--- src/rtl/button_debouncer.sv ---
// Push-button conditioner: synchronizer, debounce FSM and auto-repeat timer.
// Raw btnx is low-active; every output is registered in the clk domain.
module button_debouncer #(
    parameter int CLK_FREQ_KHZ  = 24000,
    parameter int DEBOUNCE_MS   = 10,
    parameter int REPEAT_DLY_MS = 500,
    parameter int REPEAT_PER_MS = 100,
    parameter int SYNC_STAGES   = 2
) (
    input  logic clk,
    input  logic rst_n,
    input  logic btnx,
    input  logic repeat_en,
    output logic btn_level,
    output logic btn_press,
    output logic btn_release
);

    localparam int DEB_RAW = CLK_FREQ_KHZ * DEBOUNCE_MS;
    localparam int DLY_RAW = CLK_FREQ_KHZ * REPEAT_DLY_MS;
    localparam int PER_RAW = CLK_FREQ_KHZ * REPEAT_PER_MS;
    // Repeat intervals of at least 2 keep strobes from landing back-to-back.
    localparam int DEB_CYC = (DEB_RAW < 1) ? 1 : DEB_RAW;
    localparam int RPT_DLY = (DLY_RAW < 2) ? 2 : DLY_RAW;
    localparam int RPT_PER = (PER_RAW < 2) ? 2 : PER_RAW;
    localparam int MAX_AB  = (DEB_CYC > RPT_DLY) ? DEB_CYC : RPT_DLY;
    localparam int CMAX    = (MAX_AB > RPT_PER) ? MAX_AB : RPT_PER;
    localparam int CW      = $clog2(CMAX + 1);

    typedef enum logic [1:0] {
        IDLE,
        DEB_PRESS,
        PRESSED,
        DEB_RELEASE
    } state_t;

    state_t state_q, state_d;

    logic [SYNC_STAGES-1:0] sync_q;
    logic [CW-1:0] cnt_q, cnt_d;
    logic [CW-1:0] rcnt_q, rcnt_d;
    logic [CW-1:0] rpt_end;
    logic armed_q, armed_d;
    logic level_d, press_d, release_d;
    logic s;

    always_ff @(posedge clk or negedge rst_n) begin
        if (!rst_n) begin
            sync_q <= '1;
        end else begin
            sync_q <= {sync_q[SYNC_STAGES-2:0], btnx};
        end
    end

    assign s = ~sync_q[SYNC_STAGES-1];

    // armed: the initial hold delay has elapsed, so the shorter period applies.
    assign rpt_end = armed_q ? CW'(RPT_PER - 1) : CW'(RPT_DLY - 1);

    always_ff @(posedge clk or negedge rst_n) begin
        if (!rst_n) begin
            state_q     <= IDLE;
            cnt_q       <= '0;
            rcnt_q      <= '0;
            armed_q     <= 1'b0;
            btn_level   <= 1'b0;
            btn_press   <= 1'b0;
            btn_release <= 1'b0;
        end else begin
            state_q     <= state_d;
            cnt_q       <= cnt_d;
            rcnt_q      <= rcnt_d;
            armed_q     <= armed_d;
            btn_level   <= level_d;
            btn_press   <= press_d;
            btn_release <= release_d;
        end
    end

    always_comb begin
        state_d   = state_q;
        cnt_d     = cnt_q;
        rcnt_d    = rcnt_q;
        armed_d   = armed_q;
        level_d   = btn_level;
        press_d   = 1'b0;
        release_d = 1'b0;
        unique case (state_q)
            IDLE: begin
                if (s) begin
                    state_d = DEB_PRESS;
                    cnt_d   = '0;
                end
            end
            DEB_PRESS: begin
                if (!s) begin
                    state_d = IDLE;
                    cnt_d   = '0;
                end else if (cnt_q == CW'(DEB_CYC - 1)) begin
                    state_d = PRESSED;
                    cnt_d   = '0;
                    rcnt_d  = '0;
                    armed_d = 1'b0;
                    level_d = 1'b1;
                    press_d = 1'b1;
                end else begin
                    cnt_d = cnt_q + 1'b1;
                end
            end
            PRESSED: begin
                if (!s) begin
                    state_d = DEB_RELEASE;
                    cnt_d   = '0;
                end else if (!repeat_en) begin
                    rcnt_d  = '0;
                    armed_d = 1'b0;
                end else if (rcnt_q == rpt_end) begin
                    rcnt_d  = '0;
                    armed_d = 1'b1;
                    press_d = 1'b1;
                end else begin
                    rcnt_d = rcnt_q + 1'b1;
                end
            end
            DEB_RELEASE: begin
                // A bounce back to pressed resumes the repeat timer where it was.
                if (s) begin
                    state_d = PRESSED;
                    cnt_d   = '0;
                end else if (cnt_q == CW'(DEB_CYC - 1)) begin
                    state_d   = IDLE;
                    cnt_d     = '0;
                    level_d   = 1'b0;
                    release_d = 1'b1;
                end else begin
                    cnt_d = cnt_q + 1'b1;
                end
            end
            default: begin
                state_d = IDLE;
                cnt_d   = '0;
            end
        endcase
    end

endmodule
--- config.mk ---
export PLATFORM = sky130hd
export DESIGN_NAME = button_debouncer
export DESIGN_NICKNAME = d
export VERILOG_FILES = /design/src/rtl/button_debouncer.sv
export SDC_FILE = /design/constraint.sdc
export NUM_CORES = 1
export LEC_CHECK = 0
export CAP_MARGIN = 15
export CORE_MARGIN = 2
export CORE_UTILIZATION = 55
export CTS_CLUSTER_SIZE = 8
export DETAILED_ROUTE_END_ITERATION = 10
export PLACE_DENSITY = 0.79
export SYNTH_ARGS = -nofsm -noshare
export SYNTH_HDL_FRONTEND = slang
export SYNTH_SLANG_ARGS = --single-unit
--- constraint.sdc ---
create_clock -name clk -period 4.75 [get_ports clk]
set_clock_uncertainty 0.05 [all_clocks]
set_input_delay 0.7125 -clock clk [delete_from_list [all_inputs] [get_ports clk]]
set_output_delay 0.7125 -clock clk [all_outputs]
set_load 0.01 [all_outputs]
# Yosys cells after proc, flatten, opt, wreduce, memory -nomap -nowiden
# Index checks and enable logic that the tools add are counted.
[word_totals]
ff_bits = 56
in_bits = 4
wordCells = 71
[classes]
n_addsub = 2
eq_ne = 15
muxes = 38
n_reduce_logical = 8
[ops]
columns = ["cell", "count"]
rows = [
  ["$mux W24", 11],
  ["$pmux W24 S4", 1],
  ["$add A24 B1 Y24 const B", 2],
  ["$pmux W24 S2", 1],
  ["$eq A24 B18 Y1 const B", 1],
  ["$eq A24 B24 Y1", 1],
  ["$mux W1", 15],
  ["$ne A2 B2 Y1 const B", 7],
  ["$mux W2", 6],
  ["$reduce_and A5 Y1", 2],
  ["$ne A3 B3 Y1 const B", 3],
  ["$pmux W2 S4", 1],
  ["$reduce_and A4 Y1", 2],
  ["$pmux W1 S2", 3],
  ["$eq A2 B2 Y1 const B", 2],
  ["$reduce_bool A2 Y1", 2],
  ["$eq A2 B1 Y1 const B", 1],
  ["$logic_not A2 Y1", 1],
  ["$reduce_and A2 Y1", 1],
]

# Logic depth before layout (Yosys ltp)
[depth]
word_depth = 6
mapped_depth = 9
depth_no_buf = 7

# Worst setup path before layout
# No wires, ideal clock.
[synth_timing]
path_type = "register -> register"
startpoint = "reg rcnt_q[13]"
endpoint = "reg rcnt_q[11]"
setup_ps = 121
arrival_time_ps = 1897
setup_slack_ps = 2682
path_stages_with_launch = 7
n_path_buf = 1
synth_period_minus_slack_ps = 2068
path_cell_list = "dfrtp_1 or4b_4 a2111oi_4 a31o_4 buf_8 o21ai_1 a22o_1"
[synth_between]
elab_chain_cells = 5
[synth_lines]
columns = ["element", "line_no", "source"]
rows = [
  ["start, declared", "41", "logic [CW-1:0] rcnt_q, rcnt_d;"],
  ["start signal, assigned", "72", "rcnt_q <= rcnt_d;"],
  ["$eq A24 B24 Y1", "117", "end else if (rcnt_q == rpt_end) begin"],
  ["$mux W24", "117", ""],
  ["$mux W24", "114", "end else if (!repeat_en) begin"],
  ["$mux W24", "111", "if (!s) begin"],
  ["$pmux W24 S2", "88", "unique case (state_q)"],
]
# No other way between the ends. The select of a mux whose other input is x is not followed.
# A chain may end at the register's enable or synchronous reset.

# Worst setup path after layout
[layout_timing]
startpoint = "reg cnt_q[19]"
endpoint = "reg rcnt_q[23]"
[layout_between]
elab_chain_cells = 3
[layout_lines]
columns = ["element", "line_no", "source"]
rows = [
  ["start, declared", "40", "logic [CW-1:0] cnt_q, cnt_d;"],
  ["start signal, assigned", "71", "cnt_q <= cnt_d;"],
  ["$eq A24 B18 Y1", "99", "end else if (cnt_q == CW'(DEB_CYC - 1)) begin"],
  ["$ne A2 B2 Y1 (no line)", "n/a", ""],
  ["$reduce_and A4 Y1 (no line)", "n/a", ""],
]
# No other way between the ends.

==> impl_results.md <==
- Slew HR: a little over two fifths
- Top sig layer: met4
- Starting Density: between 50 and 60%
- WHS: ~0.25 ns
- Mapped Nets: about 380
- IO Port Bufs: 6
- Post-DP HPWL: between 5 and 6 mm
- Number of diodes: 0
- RSZ-0062 raised after global routing: false
- Status: complete, no violations
- Via count: 2943
- Drt wl/cell: between 15 and 20 um
- CTS Sinks: 56
- Seq/Total Area, Yosys: 41.8%
- TritonCTS Buffers: 5
- Total grt overflow: 0
- Final Slew Violations: 0
- Post-CTS setup buffer count: 0
- Met1 WL: between 3 and 4 mm
- Die Y: a little over 80 um
- Area leader, netlist: dfrtp_1
- Power per standard cell area: about 350 nW/um^2
- #FFs+latches synth: between 50 and 60
- Maximum clock path buffer count: 2
- Synthesized instance count: 369
- Reg2reg start: cnt_q[19]
- Area growth, synth to finish: 6.56%
- Largest net degree at the start of global routing: 40
- Final hold violations: 0
- FFs w/ async S/R, synth: between 90% and 100%
- Row Count: 28
- CTS tree: yes
- Residual DRC: 0
- Static leakage: roughly 1.6 nW
- R2R setup slack: 2.15 ns
- Endpoint class of the critical path: flop
- Slew of the pin with the lowest slew margin: between 0.8 and 0.9 ns
- Critical Path Fanout Max: 24
- First-pass GRT wire length: 13.0 mm
- Final wirelength: approximately 7.7 mm
- Worst hold path type: input pin to asynchronous set/reset pin
- Filler instances: 510
- DRT iter0 DRCs: 170
- All-Layer GR Usage: ~25%
- Synthesized area: 3360 um^2
- Die Area: just under 7000 um^2
- Met3 wire len: ~300 um
- Number of synthesized flops with an enable pin: 0
- Fmax: just under 0.4 GHz
- # H-tree levels: 2
- RePlAce Congestion: 0.853
- Vias in the first global route: about 2800
- Crit Path Class: flop to flop
- Cell count of the worst reg-to-reg path: 5
- Final setup vio count: 0
- Hold Buf Count CTS: 0
- Yosys cell types: 59
- Core outline area: ~6000 um^2
- Die width: 82.1 um
- Setup_tns: 0 ns
- Critical Path AT: ~2.8 ns
- Ys flop type: dfrtp_1
- Share of cells above drive strength 1: approximately 8%
- Clk root buf: clkbuf_8
- End of the worst register-to-register path: rcnt_q[23]
- Final period util: 54.6%
- Crit start category: flop
- Initial antenna violation count: 0
- Resized cells post-CTS: 0
- I/O pins: 7
- Syn Area/Cell: 9.10 um^2
- Post-layout minimum cycle time: around 2.6 ns
- VDD IR max: roughly 0.23 mV
- Post-route ant nets: 0
- DR WL met2: ~3.9 mm
- Vias per cell: ~6.6
- Clk slew on worst S/H paths: roughly 0.11 ns
- TritonRoute pass-1 iters: 4
- Maxcap violations: 0
- Yosys synthesis warning count: 0
- Critical Path RT: slightly below 5 ns
- Synth top area share: approximately two fifths
- NumNets Final: approximately 380
- Largest cells by area after synthesis: dfrtp_1, o21ai_0, a21o_1
- Clock latency on the worst-skew pair: roughly 0.32 ns
## state kept, by name (all words and copies together) (netlist names), named ones only
signal	count
sync_q	2
btn_release	1
btn_press	1
armed_q	1
btn_level	1
rcnt_q	24
cnt_q	24
state_q	1
## synth_stat cells, types with 6 or more instances
cell type,n
a21o_1,15
a21oi_1,21
a22o_1,11
and3_1,12
and4_1,6
buf_2,6
dfrtp_1,54
ha_1,6
inv_1,19
nand2_1,29
nand3_1,19
nand4_1,14
nor2_1,20
nor3_1,10
nor4_1,8
o21ai_0,30
or3_1,6
or4_1,6
## per-stage QoR
step / cell area [um^2] / total power (W) / instances / utilization (%) / worst slack (ns)
floorplan: 3360 / 0.000821 / 369 / - / 2.68
global placement: 3440 / 0.000906 / 439 / 58.2 / 1.89
detailed placement: 3440 / 0.000922 / 439 / 58.2 / 1.82
CTS: 3570 / 0.00126 / 447 / 60.3 / 2.14
global route: 3580 / 0.00134 / 448 / 60.4 / 2.06
finish: 3580 / 0.00127 / 448 / 60.4 / 2.15
## kinds of logic (layout without fill, tap and decap cells)
group,after synthesis,after routing,synth area share [%]
compound gates,111,111,22.5
fa+ha+maj,6,6,2.24
buf+inv,33,37,4.66
flops,56,56,41.8
mux,5,5,1.56
simple gates,158,158,27.3
## area by class of cell
type | instances | area (um^2) | area share, %
multi-input combinational | 280 | 1800 | 50.2
sequential | 56 | 1400 | 39.2
clock buffer | 7 | 96.3 | 2.69
tap | 75 | 93.8 | 2.62
timing repair buffer | 10 | 85.1 | 2.38
inverter | 19 | 71.3 | 1.99
clock inverter | 1 | 30.0 | 0.839
## worst max-delay path by stage
stage	startpoint	to	slack (ns)	depth (start not counted)
floorplan	rcnt_q[13]	rcnt_q[11]	2.68	6
global placement	repeat_en	rcnt_q[6]	1.89	5
detailed placement	repeat_en	rcnt_q[6]	1.82	5
CTS	state_q[0]	rcnt_q[6]	2.14	6
global route	cnt_q[19]	rcnt_q[23]	2.06	5
finish	cnt_q[19]	rcnt_q[23]	2.15	5
## report_power, final
part	switching [W]	internal (W)	leakage, nW
clock	0.000163	0.000186	0.0645
sequential	0.0000291	0.000504	0.768
combinational	0.000266	0.000119	0.733
## cells in the final DEF, fill, tap and decap left out, types with 2 or more instances in the layout
master	Yosys	routed
dfrtp_1	54	54
o21ai_0	30	30
nand2_1	29	29
a21oi_1	21	21
nor2_1	20	20
inv_1	19	19
nand3_1	19	19
a21o_1	15	15
nand4_1	14	14
and3_1	12	12
a22o_1	11	11
nor3_1	10	10
nor4_1	8	8
clkbuf_8	0	7
and4_1	6	6
or3_1	6	6
or4_1	6	6
ha_1	6	6
nor4b_1	5	5
o22ai_1	5	5
o2bb2ai_1	5	5
clkdlybuf4s50_1	0	5
and2_1	4	4
nor2b_1	4	4
a31oi_1	4	4
o21ai_1	4	4
buf_4	0	4
mux2i_1	3	3
nor3b_1	2	2
mux2_2	2	2
nor4_2	2	2
o31ai_1	2	2
a211o_1	2	2
dfstp_2	2	2
## layer usage
layer  global-route usage, %  up-vias
met5                       0        -
met4                    10.2        0
met3                    3.70       19
met2                    42.9       69
met1                    30.7     1449
li1                        -     1406
## critical path, cell delays in order (launching register included)
cell	delay (ns)
dfrtp_1	0.46
nor4b_1	0.47
nand4_1	0.28
o21a_1	0.55
or4_1	0.62
o21ai_0	0.09
Power figures use the tool's default switching activity.
